**config.mk**
```make
export PLATFORM = sky130hd
export DESIGN_NAME = aes_cone_match_pipe_flat
export DESIGN_NICKNAME = d
export VERILOG_FILES = /design/src/rtl/aes_cone_match_pipe_pkg.sv /design/src/rtl/aes_cone_match_pipe_if.sv /design/src/rtl/aes_cone_match_pipe_stage.sv /design/src/rtl/aes_cone_match_pipe.sv /design/src/flat_wrapper.sv
export SDC_FILE = /design/constraint.sdc
export NUM_CORES = 1
export LEC_CHECK = 0
export ABC_AREA = 1
export CAP_MARGIN = 20
export CELL_PAD_IN_SITES_DETAIL_PLACEMENT = 0
export CELL_PAD_IN_SITES_GLOBAL_PLACEMENT = 1
export CORE_UTILIZATION = 37
export DETAILED_ROUTE_END_ITERATION = 10
export HOLD_SLACK_MARGIN = 0.02
export PLACE_DENSITY_LB_ADDON = 0.1
export SYNTH_ARGS = -nofsm -noshare
export SYNTH_HDL_FRONTEND = slang
export SYNTH_HIERARCHICAL = 1
export SYNTH_SLANG_ARGS = --single-unit
```
**constraint.sdc**
```tcl
create_clock -name clk -period 4.45 [get_ports clk]
set_clock_uncertainty 0.1 [all_clocks]
set_input_delay 0.89 -clock clk [delete_from_list [all_inputs] [get_ports clk]]
set_output_delay 0.89 -clock clk [all_outputs]
set_load 0.03 [all_outputs]
```
**src/rtl/aes_cone_match_pipe_pkg.sv**
```systemverilog
// Shared types, default sizing and parameter checks for the AES cone match pipeline.
package aes_cone_pkg;

   localparam int DEF_WIDTH    = 12;
   localparam int DEF_CHANNELS = 4;
   localparam int DEF_STAGES   = 2;
   localparam int DEF_CNT_W    = 8;

   // Stage payload at default channel count; the top re-declares it at its own CHANNELS.
   typedef struct packed {
      logic [DEF_CHANNELS-1:0] match;
      logic [DEF_CHANNELS-1:0] side_a;
      logic [DEF_CHANNELS-1:0] side_b;
   } cone_beat_t;

   function automatic bit stages_legal(input int stages);
      return (stages >= 1) && (stages <= 4);
   endfunction

endpackage

```
**src/rtl/aes_cone_match_pipe_if.sv**
```systemverilog
// Config, input-beat, output-beat and counter signals of the cone match pipeline.
interface aes_cone_match_pipe_if
   import aes_cone_pkg::*;
#(
   parameter int WIDTH    = DEF_WIDTH,
   parameter int CHANNELS = DEF_CHANNELS,
   parameter int CNT_W    = DEF_CNT_W
);
   logic                      cfg_we;
   logic [WIDTH-1:0]          cfg_pattern;
   logic [WIDTH-1:0]          cfg_mask;
   logic                      in_valid;
   logic                      in_ready;
   logic [CHANNELS*WIDTH-1:0] in_data;
   logic [CHANNELS-1:0]       in_side_a;
   logic [CHANNELS-1:0]       in_side_b;
   logic                      out_valid;
   logic                      out_ready;
   logic [CHANNELS-1:0]       out_y;
   logic [CHANNELS-1:0]       out_match;
   logic [CHANNELS*CNT_W-1:0] hit_cnt;
   logic                      cnt_clr;

   modport slave (
      input  cfg_we, cfg_pattern, cfg_mask,
      input  in_valid, in_data, in_side_a, in_side_b,
      output in_ready,
      output out_valid, out_y, out_match,
      input  out_ready,
      output hit_cnt,
      input  cnt_clr
   );

   modport master (
      output cfg_we, cfg_pattern, cfg_mask,
      output in_valid, in_data, in_side_a, in_side_b,
      input  in_ready,
      input  out_valid, out_y, out_match,
      output out_ready,
      input  hit_cnt,
      output cnt_clr
   );
endinterface

```
**src/rtl/aes_cone_match_pipe_stage.sv**
```systemverilog
// One valid/ready register slice; accepts when empty or when its contents are leaving.
module aes_cone_pipe_stage #(
   parameter type dat_t = logic
) (
   input  logic clk,
   input  logic rst,
   input  logic in_vld_i,
   output logic in_rdy_o,
   input  dat_t in_dat_i,
   output logic out_vld_o,
   input  logic out_rdy_i,
   output dat_t out_dat_o
);
   logic full_q, full_d;
   dat_t dat_q, dat_d;

   assign in_rdy_o  = ~full_q | out_rdy_i;
   assign out_vld_o = full_q;
   assign out_dat_o = dat_q;

   always_comb begin
      full_d = full_q;
      dat_d  = dat_q;
      if (in_rdy_o) begin
         full_d = in_vld_i;
         if (in_vld_i) dat_d = in_dat_i;
      end
   end

   always_ff @(posedge clk or posedge rst) begin
      if (rst) begin
         full_q <= 1'b0;
         dat_q  <= '0;
      end else begin
         full_q <= full_d;
         dat_q  <= dat_d;
      end
   end
endmodule

```
**src/rtl/aes_cone_match_pipe.sv**
```systemverilog
// Per-channel masked match plus AOI22 reduction through a STAGES-deep valid/ready pipe,
// with per-channel saturating hit counters on output transfers.
module aes_cone_match_pipe
   import aes_cone_pkg::*;
#(
   parameter int WIDTH    = DEF_WIDTH,
   parameter int CHANNELS = DEF_CHANNELS,
   parameter int STAGES   = DEF_STAGES,
   parameter int CNT_W    = DEF_CNT_W
) (
   input logic                  clk,
   input logic                  rst,
   aes_cone_match_pipe_if.slave bus
);
   typedef struct packed {
      logic [CHANNELS-1:0] match;
      logic [CHANNELS-1:0] side_a;
      logic [CHANNELS-1:0] side_b;
   } beat_t;

   typedef struct packed {
      logic [CHANNELS-1:0] match;
      logic [CHANNELS-1:0] y;
   } fin_t;

   if (!stages_legal(STAGES)) begin : g_bad_stages
      $error("aes_cone_match_pipe: STAGES must be within 1..4");
   end

   logic [WIDTH-1:0] cfg_pattern_q, cfg_mask_q;

   always_ff @(posedge clk or posedge rst) begin
      if (rst) begin
         cfg_pattern_q <= '0;
         cfg_mask_q    <= '0;
      end else if (bus.cfg_we) begin
         cfg_pattern_q <= bus.cfg_pattern;
         cfg_mask_q    <= bus.cfg_mask;
      end
   end

   // Compare uses the registered config, so a same-edge cfg_we only affects later beats.
   beat_t in_beat;
   always_comb begin
      in_beat = '0;
      for (int c = 0; c < CHANNELS; c++) begin
         in_beat.match[c] = ((bus.in_data[c*WIDTH +: WIDTH] ^ cfg_pattern_q) & cfg_mask_q) == '0;
      end
      in_beat.side_a = bus.in_side_a;
      in_beat.side_b = bus.in_side_b;
   end

   logic [STAGES:0]   vld;
   logic [STAGES-1:0] rdy;
   beat_t             dat [STAGES];
   fin_t              fin_in, fin_q;

   assign dat[0]       = in_beat;
   // Only take a beat when every stage is guaranteed to move or the tail is free.
   assign bus.in_ready = rdy[0] & (~vld[STAGES] | bus.out_ready);
   assign vld[0]       = bus.in_valid & bus.in_ready;

   for (genvar s = 0; s < STAGES-1; s++) begin : g_mid
      aes_cone_pipe_stage #(.dat_t(beat_t)) u_stage (
         .clk       (clk),
         .rst       (rst),
         .in_vld_i  (vld[s]),
         .in_rdy_o  (rdy[s]),
         .in_dat_i  (dat[s]),
         .out_vld_o (vld[s+1]),
         .out_rdy_i (rdy[s+1]),
         .out_dat_o (dat[s+1])
      );
   end

   always_comb begin
      fin_in.match = dat[STAGES-1].match;
      fin_in.y     = ~((dat[STAGES-1].side_a & dat[STAGES-1].side_b) | dat[STAGES-1].match);
   end

   aes_cone_pipe_stage #(.dat_t(fin_t)) u_last (
      .clk       (clk),
      .rst       (rst),
      .in_vld_i  (vld[STAGES-1]),
      .in_rdy_o  (rdy[STAGES-1]),
      .in_dat_i  (fin_in),
      .out_vld_o (vld[STAGES]),
      .out_rdy_i (bus.out_ready),
      .out_dat_o (fin_q)
   );

   assign bus.out_valid = vld[STAGES];
   assign bus.out_match = fin_q.match;
   assign bus.out_y     = fin_q.y;

   logic             out_xfer;
   logic [CNT_W-1:0] cnt_q [CHANNELS];
   logic [CNT_W-1:0] cnt_d [CHANNELS];

   assign out_xfer = vld[STAGES] & bus.out_ready;

   always_comb begin
      for (int c = 0; c < CHANNELS; c++) begin
         cnt_d[c] = cnt_q[c];
         if (bus.cnt_clr)
            cnt_d[c] = '0;
         else if (out_xfer && fin_q.match[c] && (cnt_q[c] != {CNT_W{1'b1}}))
            cnt_d[c] = cnt_q[c] + 1'b1;
      end
   end

   always_ff @(posedge clk or posedge rst) begin
      if (rst) begin
         for (int c = 0; c < CHANNELS; c++) cnt_q[c] <= '0;
      end else begin
         for (int c = 0; c < CHANNELS; c++) cnt_q[c] <= cnt_d[c];
      end
   end

   for (genvar c = 0; c < CHANNELS; c++) begin : g_cnt_out
      assign bus.hit_cnt[c*CNT_W +: CNT_W] = cnt_q[c];
   end
endmodule

```
**src/flat_wrapper.sv**
```systemverilog
// flat-port wrapper written by rule: the top's interface ports become plain ports
module aes_cone_match_pipe_flat import aes_cone_pkg::*;
#(
   parameter int WIDTH    = DEF_WIDTH,
   parameter int CHANNELS = DEF_CHANNELS,
   parameter int STAGES   = DEF_STAGES,
   parameter int CNT_W    = DEF_CNT_W
)
  (clk, rst, bus_cfg_we, bus_cfg_pattern, bus_cfg_mask, bus_in_valid, bus_in_data, bus_in_side_a, bus_in_side_b, bus_in_ready, bus_out_valid, bus_out_y, bus_out_match, bus_out_ready, bus_hit_cnt, bus_cnt_clr);
  aes_cone_match_pipe_if #(.WIDTH(WIDTH), .CHANNELS(CHANNELS), .CNT_W(CNT_W)) bus_i ();
  input logic clk;
  input logic rst;
  input wire logic [$bits(bus_i.cfg_we)-1:0] bus_cfg_we;
  input wire logic [$bits(bus_i.cfg_pattern)-1:0] bus_cfg_pattern;
  input wire logic [$bits(bus_i.cfg_mask)-1:0] bus_cfg_mask;
  input wire logic [$bits(bus_i.in_valid)-1:0] bus_in_valid;
  input wire logic [$bits(bus_i.in_data)-1:0] bus_in_data;
  input wire logic [$bits(bus_i.in_side_a)-1:0] bus_in_side_a;
  input wire logic [$bits(bus_i.in_side_b)-1:0] bus_in_side_b;
  output wire logic [$bits(bus_i.in_ready)-1:0] bus_in_ready;
  output wire logic [$bits(bus_i.out_valid)-1:0] bus_out_valid;
  output wire logic [$bits(bus_i.out_y)-1:0] bus_out_y;
  output wire logic [$bits(bus_i.out_match)-1:0] bus_out_match;
  input wire logic [$bits(bus_i.out_ready)-1:0] bus_out_ready;
  output wire logic [$bits(bus_i.hit_cnt)-1:0] bus_hit_cnt;
  input wire logic [$bits(bus_i.cnt_clr)-1:0] bus_cnt_clr;
  assign bus_i.cfg_we = bus_cfg_we;
  assign bus_i.cfg_pattern = bus_cfg_pattern;
  assign bus_i.cfg_mask = bus_cfg_mask;
  assign bus_i.in_valid = bus_in_valid;
  assign bus_i.in_data = bus_in_data;
  assign bus_i.in_side_a = bus_in_side_a;
  assign bus_i.in_side_b = bus_in_side_b;
  assign bus_in_ready = bus_i.in_ready;
  assign bus_out_valid = bus_i.out_valid;
  assign bus_out_y = bus_i.out_y;
  assign bus_out_match = bus_i.out_match;
  assign bus_i.out_ready = bus_out_ready;
  assign bus_hit_cnt = bus_i.hit_cnt;
  assign bus_i.cnt_clr = bus_cnt_clr;
  aes_cone_match_pipe #(.WIDTH(WIDTH), .CHANNELS(CHANNELS), .STAGES(STAGES), .CNT_W(CNT_W)) u_core (.clk(clk), .rst(rst), .bus(bus_i));
endmodule
```
==> results of run 1 <==
==> final cells by class <==
type                       count  area, µm²
multi-input combinational    493       2380
timing repair buffer         129       1290
sequential                    78       1950
tap                          172        215
fill                        1312       6140
clock inverter                 3       17.5
clock buffer                  13        270
inverter                      95        357
==> layer usage <==
metal | wire length [µm] | vias up | share of wire, %
li1 | - | 2400 | -
met1 | 5790 | 2071 | 47
met2 | 5630 | 115 | 46
met3 | 567 | 16 | 4.6
met4 | 277 | 0 | 2.3
met5 | 0 | - | 0
==> registers in the layout, summed over array words and instances (netlist names) <==
| register | cells |
|---|---|
| u_core/bus.hit_cnt | 32 |
| u_core/g_mid.u_stage/out_vld_o | 1 |
| u_core/cfg_pattern_q | 12 |
| u_core/u_last/out_vld_o | 1 |
| u_core/u_last/out_dat_o | 8 |
| u_core/cfg_mask_q | 12 |
| u_core/g_mid.u_stage/out_dat_o | 12 |
==> path summary, 6_finish.rpt <==
path / start / to / slack (ns) / cells past startpoint
worst max-delay path: bus_out_ready / bus_in_ready / 0.57 / 7
worst min-delay path: u_core/g_mid[0].u_stage/out_dat_o[1] / u_core/g_mid[0].u_stage/out_dat_o[1] / 0.37 / 2
min in group asynchronous: rst / u_core/u_last/out_dat_o[3] / 0.81 / 2
worst max register to register: u_core/u_last/out_vld_o / u_core/g_mid[0].u_stage/out_dat_o[4] / 2.23 / 8
max in group asynchronous: rst / u_core/cfg_pattern_q[7] / 2.55 / 3
worst min register to register: u_core/g_mid[0].u_stage/out_dat_o[1] / u_core/g_mid[0].u_stage/out_dat_o[1] / 0.37 / 2
==> critical path, delay by kind of cell <==
| family | cells | cell delay (ns) |
|---|---|---|
| AOI/OAI and AO/OA | 1 | 0.26 |
| buffers and inverters | 4 | 1.41 |
| and+or+nand+nor | 2 | 0.33 |
==> cell families (layout without fill, tap and decap cells) <==
| family | Yosys count | count (layout) | share of synthesized area, % |
|---|---|---|---|
| simple gates | 426 | 426 | 39.3 |
| buf+inv | 110 | 240 | 9.50 |
| flops | 78 | 78 | 40.8 |
| compound gates | 43 | 43 | 5.05 |
| mux | 12 | 12 | 2.83 |
| xor+xnor | 8 | 8 | 1.46 |
| fa+ha+maj | 4 | 4 | 1.05 |
==> Yosys cell counts, drive strengths merged <==
master,instances,area (µm²)
xor2,8,70.1
buf,12,86.3
ha,4,50.1
nor3,4,20.0
nand4,11,68.8
nand2,254,1010
or2,1,6.26
a21boi,1,7.51
nor2,48,218
and2,1,6.26
o21bai,2,15.0
mux2,12,135
nand3,107,551
dfrtp,78,1950
clkbuf,3,11.3
a21oi,12,71.3
clkinv,2,7.51
o21ai,28,148
inv,93,349
==> power by group <==
| group | leakage, nW | total (mW) | switching (mW) | internal (mW) |
|---|---|---|---|---|
| logic | 2.08 | 0.522 | 0.294 | 0.228 |
| clock network | 0.142 | 0.706 | 0.284 | 0.422 |
| registers | 1.01 | 0.883 | 0.0842 | 0.799 |
==> flow_metrics.tcl, run 1 <==
set metrics [dict create \
    dr.first_iter.drc_count 222 \
    drive_gt1_share_pct 7.64 \
    dp_slack_ns 0.563 \
    clk_pin_slew_worst_paths_ns 0.06 \
    design.core.area_um2 12600 \
    cpPeakStageDelay_ns 0.71 \
    start_util_pct 37.9 \
    worst_ep_arrival_time_ns 2.89 \
    cts-root-buf "clkbuf_16" \
    hold_viol_final 0 \
    cp_max_fo 15 \
    syn-num-nets 771 \
    setup_viol 0 \
    firstDrtPassIters 4 \
    yosys_warnings 6 \
    fp-row-count 41 \
    ir_drop_v 0.000159 \
    p_total_mw 2.11 \
    final.setup.tns_ns 0 \
    insertion_delay_ns 0.34 \
    finalNonFillerCells 983 \
    gr-usage-met2_pct 32.0 \
    drc 0 \
    cp_cell_sequence "clkdlybuf4s50_1 > inv_1 > nand2_2 > inv_1 > nand2_4 > a21boi_0 > clkdlybuf4s50_1" \
    grt_max_degree 42 \
    io_buffers 127 \
    worstPathRequired_ns 3.46 \
    cts_setup_buffers 0 \
    holdWs_ns 0.371 \
    busiest_layer "met2" \
    layout_common_cells "nand2_1 (239), clkdlybuf4s50_1 (127), nand3_1 (104), inv_1 (89), dfrtp_1 (78)" \
    syn_area_per_cell_um2 7.02 \
    p_per_area_nw_per_um2 326 \
    boundaryPins 128 \
    post-route-util_pct 51.3 \
    grt_remaining_overflow 0 \
    syn_inst 681 \
    power_leakage_nw 3.23 \
    slew_headroom_pct 56.4 \
    cts_tree "built" \
    crit_path_end_kind "output port" \
    grt_usage_pct 19.8 \
    syn_area_um2 4780 \
    die_h_um 116 \
    maxSlewViolCount 0 \
    met1_usage_pct 26.0 \
    grt_pass1_wl_um 20500 \
    crit_slowest_cell "clkdlybuf4s50_1" \
    antenna_left 0 \
    nets 896 \
    use_met3_pct 3.50 \
    hold_class "flop to flop" \
    clkSinkCount 78 \
    vias_per_cell 4.68 \
    grt_setup_unrepaired "no" \
    worst_pin_slew_ns 0.654 \
    cts_buffer_depth 2 \
    wl_per_cell_um 12.5 \
    fmax_mhz 258 \
    hold_buffers 0 \
    htree_levels 3 \
    maxCapViolCount 0 \
    ys_types 31 \
    diodes 0 \
    routabilityCongestion 0.779 \
    final_area_um2 6470 \
    seq_area_frac_synth_pct 40.8 \
    startpoint_type "primary input" \
    status "complete, no violations" \
    period_minus_slack_ns 3.88 \
    place_area_um2 6190 \
    dpl.hpwl_um 9370 \
    finalCritPeriodShare_pct 87.1 \
    cts_made_buffers 9 \
    grt_pass1_vias 4332 \
    layout_commonest_cell "nand2_1" \
    setup_ws_ns 0.573 \
    dieArea_um2 13400 \
    routed_wl_um 12300 \
    ctsResizeCount 0 \
    antenna_found_initial 0 \
    synth_seq_cells 78 \
    area_growth_pct 35.4 \
    fp.dieW_um 116 \
    dp_cells 967 \
    critical_path_class "primary input to output port" \
    vias 4602 \
]
(Power assumes the default switching activity.)
==> inputs of run 2 (changes only) <==
--- a/config.mk
+++ b/config.mk
@@ -9,7 +9,9 @@
 export CAP_MARGIN = 20
 export CELL_PAD_IN_SITES_DETAIL_PLACEMENT = 0
 export CELL_PAD_IN_SITES_GLOBAL_PLACEMENT = 1
+export CORE_MARGIN = 3
 export CORE_UTILIZATION = 37
+export CTS_CLUSTER_SIZE = 14
 export DETAILED_ROUTE_END_ITERATION = 10
 export HOLD_SLACK_MARGIN = 0.02
 export PLACE_DENSITY_LB_ADDON = 0.1
==> flow_metrics.tcl, run 2 (same netlist as run 1, synthesis figures left out) <==
set metrics [dict create \
    cts_tree "built" \
    dr.first_iter.drc_count 343 \
    holdWs_ns 0.379 \
    grt_setup_unrepaired "no" \
    worstPathRequired_ns 3.46 \
    use_met3_pct 5.14 \
    antenna_found_initial 0 \
    htree_levels 3 \
    vias_per_cell 4.82 \
    drc 0 \
    crit_path_end "bus_in_ready" \
    diodes 0 \
    cp_cell_sequence "clkdlybuf4s50_1 > inv_1 > nand2_2 > inv_1 > nand2_4 > a21boi_0 > clkdlybuf4s50_1" \
    grt_max_degree 37 \
    grt_remaining_overflow 0 \
    cpPeakStageDelay_ns 0.75 \
    dp_cells 964 \
    routed_wl_um 13200 \
    p_total_mw 2.23 \
    grt_usage_pct 19.0 \
    fmax_mhz 247 \
    layout_common_cells "nand2_1 (239), clkdlybuf4s50_1 (127), nand3_1 (104), inv_1 (89), dfrtp_1 (78)" \
    design.core.area_um2 12300 \
    ctsResizeCount 0 \
    grt_pass1_vias 4566 \
    area_growth_pct 36.4 \
    cts_made_buffers 9 \
    layout_commonest_cell "nand2_1" \
    crit_buf_inv 4 \
    fp-row-count 40 \
    busiest_layer "met2" \
    cts_setup_buffers 0 \
    hold_class "flop to flop" \
    cp_max_fo 15 \
    nets 897 \
    startpoint_type "primary input" \
    dpl.hpwl_um 10100 \
    grt_pass1_wl_um 21700 \
    fp.dieW_um 120 \
    maxCapViolCount 0 \
    antenna_left 0 \
    dieArea_um2 14300 \
    r2r_start "u_core/u_last/out_vld_o" \
    worstSetupStartpoint "bus_out_ready" \
    worst_pin_slew_ns 0.633 \
    largest_reg_flops 32 \
    die_h_um 120 \
    finalCritPeriodShare_pct 90.8 \
    status "complete, no violations" \
    multi_input_comb_area_um2 2380 \
    power_leakage_nw 3.26 \
    crit_slowest_cell "clkdlybuf4s50_1" \
    period_minus_slack_ns 4.04 \
    drive_gt1_share_pct 7.88 \
    reg2regPathDepth 8 \
    cts-root-buf "clkbuf_16" \
    start_util_pct 38.9 \
    fill_cells 1225 \
    ir_drop_v 0.000230 \
    setup_ws_ns 0.408 \
    crit_family "buffers and inverters" \
    io_buffers 127 \
    setup_viol 0 \
    boundaryPins 128 \
    clkSinkCount 78 \
    met1_usage_pct 23.3 \
    routabilityCongestion 0.868 \
    cts_buffer_depth 2 \
    vias 4722 \
    hold_buffers 0 \
    worst_ep_arrival_time_ns 3.05 \
    crit_path_end_kind "output port" \
    firstDrtPassIters 5 \
    maxSlewViolCount 0 \
    min_path_cells 2 \
    critical_path_class "primary input to output port" \
    insertion_delay_ns 0.34 \
    wl_per_cell_um 13.4 \
    p_per_area_nw_per_um2 343 \
    seqCellArea_um2 1950 \
    r2r_end "u_core/g_mid[0].u_stage/out_dat_o[1]" \
    cp.depth 7 \
    finalNonFillerCells 980 \
    slew_headroom_pct 57.7 \
    final.setup.tns_ns 0 \
    reg2reg_slack_ns 2.08 \
    hold_viol_final 0 \
    dp_slack_ns 0.459 \
    clk_pin_slew_worst_paths_ns 0.06 \
    gr-usage-met2_pct 32.1 \
]
[run 2: cell count changes in the layout (fill, tap and decap cells not counted)]
cell / before / now
buf_4: 2 / 3
clkinv_4: 0 / 1
bufinv_16: 0 / 2
clkbuf_8: 3 / 2
clkinv_2: 2 / 1
clkbuf_1: 1 / 0
[run 2: layout make-up]
cell class / count / area share (%)
clock inverters: 5 / 1.25
multi-input cells: 493 / 36.4
clock buffers: 11 / 3.87
well taps: 168 / 3.22
inverters: 95 / 5.47
repair buffers: 130 / 19.8
flip-flops and latches: 78 / 29.9
[run 2: power breakdown]
group	internal, mW	switching [mW]
clock network	0.522	0.300
registers	0.798	0.0847
logic	0.228	0.301
[run 2: worst min path at each step]
stage                                               from                              endpoint  slack [ns]
floorplan           u_core/g_mid[0].u_stage/out_dat_o[4]  u_core/g_mid[0].u_stage/out_dat_o[4]        0.34
finish                        u_core/u_last/out_dat_o[1]            u_core/u_last/out_dat_o[1]        0.38
detailed placement            u_core/u_last/out_dat_o[2]            u_core/u_last/out_dat_o[2]        0.37
CTS                           u_core/u_last/out_dat_o[2]            u_core/u_last/out_dat_o[2]        0.38
global placement    u_core/g_mid[0].u_stage/out_dat_o[0]  u_core/g_mid[0].u_stage/out_dat_o[0]        0.36
global route        u_core/g_mid[0].u_stage/out_dat_o[5]  u_core/g_mid[0].u_stage/out_dat_o[5]        0.40
[run 2: worst reg2reg max path, delay by kind of cell (launching register included)]
| kind | cells | cell delay [ns] |
|---|---|---|
| AOI/OAI and AO/OA | 1 | 0.39 |
| buffers and inverters | 1 | 0.10 |
| and+or+nand+nor | 6 | 1.25 |
| DFF | 1 | 0.43 |
[run 2: through the flow]
stage	instance area (µm²)	utilization, %
6_report	6520	53.0
5_1_grt	6520	53.0
4_1_cts	6520	53.0
3_5_place_dp	6190	50.3
3_3_place_gp	6190	50.3
2_1_floorplan	4780	-
[run 2: per-layer routing]
layer | vias to the layer above | wire (µm)
met1 | 2151 | 5640
met3 | 20 | 768
met5 | - | 0
met2 | 150 | 6500
li1 | 2401 | -
met4 | 0 | 238
==> inputs of run 3 (changes only) <==
--- a/config.mk
+++ b/config.mk
@@ -15,6 +15,7 @@
 export DETAILED_ROUTE_END_ITERATION = 10
 export HOLD_SLACK_MARGIN = 0.02
 export PLACE_DENSITY_LB_ADDON = 0.1
+export RECOVER_POWER = 50
 export SYNTH_ARGS = -nofsm -noshare
 export SYNTH_HDL_FRONTEND = slang
 export SYNTH_HIERARCHICAL = 1
==> flow_metrics.tcl, run 3 (same netlist as run 1, synthesis figures left out) <==
set metrics [dict create \
    dr.first_iter.drc_count 350 \
    firstDrtPassIters 5 \
    antenna_found_initial 0 \
    p_per_area_nw_per_um2 342 \
    drive_gt1_share_pct 7.14 \
    cp_cell_sequence "clkdlybuf4s50_1 > inv_1 > nand2_1 > inv_1 > nand2_4 > a21boi_0 > clkdlybuf4s50_1" \
    post-route-util_pct 52.9 \
    area_growth_pct 36.0 \
    status "finished, violations left" \
    die_h_um 120 \
    slew_headroom_pct -2.14 \
    nets 897 \
    diodes 0 \
    cts_tree "built" \
    dpl.hpwl_um 10100 \
    fmax_mhz 242 \
    routed_wl_um 13100 \
    largest_reg_flops 32 \
    min_path_cells 2 \
    vias_per_cell 4.81 \
    insertion_delay_ns 0.34 \
    fp-row-count 40 \
    dp_slack_ns 0.459 \
    cts_buffer_depth 2 \
    wl_per_cell_um 13.4 \
    routabilityCongestion 0.868 \
    wl_met3_um 769 \
    layout_common_cells "nand2_1 (241), clkdlybuf4s50_1 (125), nand3_1 (104), inv_1 (90), dfrtp_1 (78)" \
    worstPathRequired_ns 3.46 \
    vias 4714 \
    ctsResizeCount 0 \
    grt_max_degree 37 \
    crit_slowest_cell "clkdlybuf4s50_1" \
    p_total_mw 2.23 \
    grt_pass1_wl_um 21700 \
    hold_viol_final 0 \
    setup_viol 0 \
    layout_commonest_cell "nand2_1" \
    cts_made_buffers 9 \
    fill_cells 1229 \
    holdWs_ns 0.380 \
    grt_remaining_overflow 0 \
    period_minus_slack_ns 4.13 \
    design.core.area_um2 12300 \
    dr_wl_met2_um 6560 \
    cpPeakStageDelay_ns 0.75 \
    multi_input_comb_area_um2 2370 \
    wl_met1_um 5570 \
    cts-root-buf "clkbuf_16" \
    grt_usage_pct 19.0 \
    io_buffers 127 \
    start_util_pct 38.9 \
    startpoint_type "primary input" \
    cp_max_fo 15 \
    clk_pin_slew_worst_paths_ns 0.06 \
    fp.dieW_um 120 \
    ir_drop_v 0.000228 \
    grt_pass1_vias 4566 \
    finalCritPeriodShare_pct 92.9 \
    seqCellArea_um2 1950 \
    maxSlewViolCount 37 \
    cts_setup_buffers 0 \
    routed.top_layer "met4" \
    hold_buffers 0 \
    grt_setup_unrepaired "no" \
    power_leakage_nw 3.25 \
    setup_ws_ns 0.318 \
    violations "capacitance limit, slew limit" \
    htree_levels 3 \
    worst_ep_arrival_time_ns 3.14 \
    crit_buf_inv 4 \
    drc 0 \
    worst_pin_slew_ns 1.53 \
    dieArea_um2 14300 \
    critical_path_class "primary input to output port" \
    reg2regPathDepth 8 \
    maxCapViolCount 1 \
    antenna_left 0 \
    final.setup.tns_ns 0 \
    crit_family "buffers and inverters" \
    crit_path_end_kind "output port" \
    boundaryPins 128 \
    clkSinkCount 78 \
    cp.depth 7 \
    hold_class "flop to flop" \
]
run 3: cell types whose count changed in the layout (fill, tap and decap cells not counted):
cell             change
buf_4                -3
clkbuf_1             +3
clkdlybuf4s50_1      -2
dlygate4sd3_1        +2
inv_1                +1
inv_2                -1
nand2_1              +2
nand2_2              -2
run 3: report_power, final:
part	total (mW)	switching, mW	internal, mW
combinational	0.527	0.300	0.226
clock	0.820	0.299	0.522
sequential	0.882	0.0834	0.798
run 3: per-stage QoR:
stage | instances | instance area, µm²
after floorplan | 681 | 4780
after global placement | 964 | 6190
after detailed placement | 964 | 6190
after CTS | 980 | 6520
after global routing | 980 | 6510
final | 980 | 6510
run 3: worst reg2reg max path, stage by stage (launching register included):
cell	delay (ns)
dfrtp_1	0.42
nand2_1	0.26
inv_1	0.12
nand2_4	0.17
a21boi_0	0.39
and2_1	0.52
nand2_4	0.20
nand2_1	0.12
nand2_1	0.06
run 3: worst paths after layout:
| path | end | slack [ns] | start |
|---|---|---|---|
| max | bus_in_ready | 0.32 | bus_out_ready |
| min | u_core/u_last/out_dat_o[2] | 0.38 | u_core/u_last/out_dat_o[2] |
| max reg2reg | u_core/g_mid[0].u_stage/out_dat_o[1] | 1.99 | u_core/u_last/out_vld_o |
| min reg2reg | u_core/u_last/out_dat_o[2] | 0.38 | u_core/u_last/out_dat_o[2] |
| max in group asynchronous | u_core/cfg_mask_q[3] | 1.53 | rst |
| min in group asynchronous | u_core/u_last/out_dat_o[1] | 0.89 | rst |
run 3: per-layer routing:
layer,global-route usage (%),vias up
li1,-,2399
met1,23.3,2147
met2,32.1,150
met3,5.14,18
met4,6.51,0
met5,0,-
run 3: final cells by class:
class / instances / share of cell area, %
sequential: 78 / 30.0
timing repair buffer: 130 / 19.7
multi-input combinational: 493 / 36.5
clock buffer: 11 / 3.88
tap: 168 / 3.23
inverter: 95 / 5.48
clock inverter: 5 / 1.25
